**src/rtl/seg_scan_decoder.sv**
```systemverilog
// seg_scan_decoder: stability-qualified reader for a scanned 4-digit seven-segment bus
// Ports:
//   clk, rst            rising-edge clock, synchronous active-high reset
//   seg[6:0]            segment lines {a,b,c,d,e,f,g}, 1 = lit
//   an[3:0]             one-hot digit enable, an[0] = least significant digit, 0 = idle
//   bcd[15:0]           decoded digits, digit k at bcd[4k+3:4k] (F = blank, E = illegal)
//   digit_ok[3:0]       last accepted pattern of digit k was a legal 0-9 code
//   blank[3:0]          last accepted pattern of digit k was all-off
//   frame_valid         one-cycle pulse when an all-legal 4-digit frame completes
//   err                 one-cycle pulse on an accepted illegal pattern or a multi-hot an
module seg_scan_decoder #(
    parameter int STABLE_CYCLES = 4
) (
    input  logic        clk,
    input  logic        rst,
    input  logic [6:0]  seg,
    input  logic [3:0]  an,
    output logic [15:0] bcd,
    output logic [3:0]  digit_ok,
    output logic [3:0]  blank,
    output logic        frame_valid,
    output logic        err
);
    typedef enum logic [1:0] {S_IDLE, S_COUNT, S_HOLD} state_t;

    localparam logic [7:0] STABLE = 8'(STABLE_CYCLES);

    state_t      state_q, state_d;
    logic [10:0] smp_q, prev_q;
    logic [7:0]  cnt_q, cnt_d;
    logic [15:0] bcd_q, bcd_d;
    logic [3:0]  ok_q, ok_d, blank_q, blank_d, seen_q, seen_d, seen_n;
    logic        fv_q, fv_d, err_q, err_d;
    logic        accept, changed, multi, legal, blk;
    logic [3:0]  a, val;
    logic [6:0]  s;
    logic [1:0]  k;

    function automatic logic [3:0] dec(input logic [6:0] p);
        case (p)
            7'b1111110: dec = 4'd0;
            7'b0110000: dec = 4'd1;
            7'b1101101: dec = 4'd2;
            7'b1111001: dec = 4'd3;
            7'b0110011: dec = 4'd4;
            7'b1011011: dec = 4'd5;
            7'b1011111: dec = 4'd6;
            7'b1110000: dec = 4'd7;
            7'b1111111: dec = 4'd8;
            7'b1111011: dec = 4'd9;
            default:    dec = 4'hE;
        endcase
    endfunction

    always_comb begin
        a       = smp_q[10:7];
        s       = smp_q[6:0];
        k       = {a[3] | a[2], a[3] | a[1]};
        changed = smp_q != prev_q;
        multi   = (a & (a - 4'd1)) != 4'd0;
        val     = dec(s);
        blk     = s == 7'd0;
        legal   = !blk && val != 4'hE;
        state_d = state_q;
        cnt_d   = cnt_q;
        bcd_d   = bcd_q;
        ok_d    = ok_q;
        blank_d = blank_q;
        seen_d  = seen_q;
        seen_n  = seen_q;
        fv_d    = 1'b0;
        err_d   = 1'b0;
        accept  = 1'b0;
        if (a == 4'd0) begin
            state_d = S_IDLE;
            cnt_d   = 8'd0;
        end else if (multi) begin
            // Report a multi-hot enable once, when it first appears
            state_d = S_IDLE;
            cnt_d   = 8'd0;
            seen_d  = 4'd0;
            err_d   = changed;
        end else if (changed) begin
            state_d = S_COUNT;
            cnt_d   = 8'd1;
            accept  = cnt_d == STABLE;
        end else if (state_q == S_COUNT) begin
            cnt_d  = cnt_q + 8'd1;
            accept = cnt_d == STABLE;
        end
        if (accept) begin
            state_d          = S_HOLD;
            bcd_d[4*k +: 4]  = blk ? 4'hF : val;
            ok_d[k]          = legal;
            blank_d[k]       = blk;
            err_d            = !legal && !blk;
            seen_n           = seen_q | (4'd1 << k);
            seen_d           = seen_n == 4'hF ? 4'd0 : seen_n;
            fv_d             = seen_n == 4'hF && ok_d == 4'hF;
        end
    end

    always_ff @(posedge clk) begin
        if (rst) begin
            state_q <= S_IDLE;
            smp_q   <= 11'd0;
            prev_q  <= 11'd0;
            cnt_q   <= 8'd0;
            bcd_q   <= 16'hFFFF;
            ok_q    <= 4'h0;
            blank_q <= 4'hF;
            seen_q  <= 4'h0;
            fv_q    <= 1'b0;
            err_q   <= 1'b0;
        end else begin
            state_q <= state_d;
            smp_q   <= {an, seg};
            prev_q  <= smp_q;
            cnt_q   <= cnt_d;
            bcd_q   <= bcd_d;
            ok_q    <= ok_d;
            blank_q <= blank_d;
            seen_q  <= seen_d;
            fv_q    <= fv_d;
            err_q   <= err_d;
        end
    end

    assign bcd         = bcd_q;
    assign digit_ok    = ok_q;
    assign blank       = blank_q;
    assign frame_valid = fv_q;
    assign err         = err_q;
endmodule

```
**config.mk**
```make
export PLATFORM = sky130hd
export DESIGN_NAME = seg_scan_decoder
export DESIGN_NICKNAME = d
export VERILOG_FILES = /design/src/rtl/seg_scan_decoder.sv
export SDC_FILE = /design/constraint.sdc
export NUM_CORES = 1
export LEC_CHECK = 0
export CORE_MARGIN = 4
export CORE_UTILIZATION = 59
export DETAILED_ROUTE_END_ITERATION = 12
export PLACE_DENSITY_LB_ADDON = 0.3
export SYNTH_ARGS = -nofsm -noshare
export SYNTH_HDL_FRONTEND = slang
export SYNTH_SLANG_ARGS = --single-unit
```
**constraint.sdc**
```tcl
create_clock -name clk -period 3.6 [get_ports clk]
set_input_delay 0.72 -clock clk [delete_from_list [all_inputs] [get_ports clk]]
set_output_delay 0.72 -clock clk [all_outputs]
set_load 0.005 [all_outputs]
```
==> results.yml <==
outcome:
  status: "finished, final reports clean"
routing:
  totalWireLength_um: 5670
  drc: 0
  ant_nets: 0
  num_vias: 2248
  firstDrtPassIters: 4
  via_per_inst: 5.50
  drtIter0Drc: 113
  wl_per_cell_um: 13.9
min_path:
  min-delay-path-class: "reg -> reg"
synth:
  ys.flop_type: "dfxtp_1"
  async_flop_share_pct: 0
  yosys_warnings: 0
  syn_area_per_cell_sq_um: 9.69
  syn_area_sq_um: 2970
  ys_seq_elements: 62
  synth_cell_types: 62
  postSynthCellCount: 306
  synth-edff-count: 0
  syn_nets: 329
  yosysSeqAreaShare_pct: 41.8
sta:
  hold_viol: 0
  setup_viol: 0
  fmax_mhz: 398
  finClkSkew_ps: 4.59
  worst_pin_slew_ps: 585
  fin_tns_setup_ps: 0
  period_share_pct: 69.8
  period_minus_slack_ps: 2510
  rsz0062_at_grt: "no"
  maxSlewViolCount: 0
  max-slew-margin-rel_pct: 60.9
cells_and_area:
  area_delta_synth_final_pct: 18.0
  fin_util_pct: 73.2
  drive_gt1_share_pct: 12.3
  nNetsFinal: 361
  antenna_cells: 0
pwr:
  p_sw_share_pct: 23.5
  power_frac_comb_pct: 8.4
  seqPwrFrac_pct: 51.3
  p_per_area_nw_per_um2: 403
  clkPwrFrac_pct: 40.2
  peakVddDrop_v: 0.000297
  internal-power_mw: 1.08
  p_sw_mw: 0.331
  power.leakage_nw: 1.38
job:
  max-cap-violations: 0
cts:
  insertion_delay_ps: 330
  cts_resized: 0
  cts_max_path_buffers: 2
  clock-sinks: 62
  cts_made_buffers: 9
  h-tree-depth: 3
  cts_setup_buffers: 0
  postCtsHoldBufs: 0
  cts_tree: "built"
  root_buffer: "clkbuf_8"
  clk_pin_slew_worst_paths_ps: 60
floorplanning:
  row_count: 25
  die_h_um: 78.9
  design.core.area_sq_um: 4790
  ios: 39
  die_area_sq_um: 6230
  die_w_um: 78.9
  initial_utilization_pct: 62.0
setup_path:
  start_kind: "flop"
  cp_data_required_time_ps: 3810
  critPathArrivalTime_ps: 2730
  path_max_fanout: 8
  worst_setup_path_end_kind: "flop"
  critical_path_class: "reg -> reg"
placement:
  hpwl_um: 4100
  gp_congestion: 0.784
  io_buffer_count: 38
grt:
  grt_pass1_wl_um: 10000
  grt.overflow.total: 0
  antenna_found_initial: 0
  grt_max_degree: 37
  grt_pass1_vias: 2175
  gr-usage-all-layers_pct: 20.4
critical path: stages (launching register included):
cell,delay [ps]
dfxtp_1,390
or2_2,410
inv_1,190
ha_1,390
o22a_1,190
o221ai_1,210
and2_1,230
mux2i_1,290
nor2_1,100
per-layer routing:
metal | wire [um] | GRT usage, %
met4 | 131 | 12.5
met1 | 2700 | 26.0
met3 | 255 | 3.29
met5 | 0 | 0
met2 | 2580 | 32.3
synthesized netlist by cell type, types with 6 or more instances:
| cell | instances | area share (%) |
|---|---|---|
| inv_1 | 7 | 0.89 |
| nor2b_1 | 24 | 5.1 |
| xor2_1 | 7 | 2.1 |
| nor2_1 | 25 | 3.2 |
| o21ai_0 | 12 | 2.0 |
| nand3_1 | 6 | 1.0 |
| dfxtp_1 | 62 | 42 |
| nand4_1 | 12 | 2.5 |
| ha_1 | 10 | 4.2 |
| a21oi_1 | 18 | 3.0 |
| xnor2_1 | 10 | 3.0 |
| nand2_1 | 17 | 2.2 |
| clkbuf_1 | 7 | 0.89 |
| mux2i_1 | 10 | 3.4 |
cells in the final DEF, fill, tap and decap left out, types with 2 or more instances in the layout:
cell type         n
and3_1            4
o21ai_0          12
nand2_4           4
a21oi_1          18
nor2_1           25
a41oi_1           4
nor2b_1          24
and2_1            2
xnor2_1          10
nor4_1            2
nor3_1            4
nor4b_2           2
clkdlybuf4s50_1  38
clkbuf_1          2
nand3_1           6
nand2_1          17
dfxtp_1          62
o21ai_1           4
ha_1             10
xnor2_2           3
clkbuf_8         13
mux2i_1          10
xor2_1            7
nand4_1          12
inv_1             7
a221o_1           4
o22a_1            2
cells by family (layout without fill, tap and decap cells):
kind of cell,Yosys count,in the layout,share of synthesized area (%)
xor+xnor,20,20,6.66
flops,62,62,41.8
fa+ha+maj,10,10,4.22
buf+inv,26,62,5.19
compound gates,58,58,13.6
mux,10,10,3.37
simple gates,120,120,25.1
power by group through the flow:
stage | registers, mW | clock network (mW) | logic [mW]
2_1_floorplan | 0.722 | 0 | 0.109
3_3_place_gp | 0.738 | 0 | 0.115
3_5_place_dp | 0.739 | 0 | 0.118
4_1_cts | 0.723 | 0.581 | 0.119
5_1_grt | 0.726 | 0.610 | 0.132
6_report | 0.724 | 0.567 | 0.119
final timing paths:
check	startpoint	endpoint	slack, ps	depth (start not counted)
setup / recovery	smp_q[8]$_SDFF_PP0_	seen_q[1]$_SDFFE_PP0P_	1090	8
hold / removal	bcd[4]$_SDFFE_PP1P_	bcd[4]$_SDFFE_PP1P_	480	2
setup reg to reg	smp_q[8]$_SDFF_PP0_	seen_q[1]$_SDFFE_PP0P_	1090	8
hold reg to reg	bcd[4]$_SDFFE_PP1P_	bcd[4]$_SDFFE_PP1P_	480	2
registers in the layout (all words and copies together), names as in the netlist:
name,count
blank,4
seen_q,4
cnt_q,8
state_q,2
bcd,16
prev_q,11
digit_ok,4
smp_q,11
frame_valid,1
err,1
area by class of cell:
class / instances / area [sq um]
repair buffers: 39 / 388
flip-flops and latches: 62 / 1240
clock buffers: 15 / 186
inverters: 8 / 30.0
fillers: 356 / 1280
multi-input cells: 218 / 1570
well taps: 67 / 83.8
stage by stage:
| stage | setup slack [ps] | total power [mW] | std cells | instance area, sq um | hold slack, ps |
|---|---|---|---|---|---|
| 2_1_floorplan | 1310 | 0.831 | 306 | 2970 | 445 |
| 5_1_grt | 935 | 1.47 | 409 | 3500 | 508 |
| 4_1_cts | 1130 | 1.42 | 409 | 3500 | 483 |
| 3_3_place_gp | 1040 | 0.852 | 394 | 3310 | 458 |
| 6_report | 1090 | 1.41 | 409 | 3500 | 479 |
| 3_5_place_dp | 962 | 0.857 | 394 | 3310 | 469 |
No activity file was read; power rests on OpenSTA's default activity.
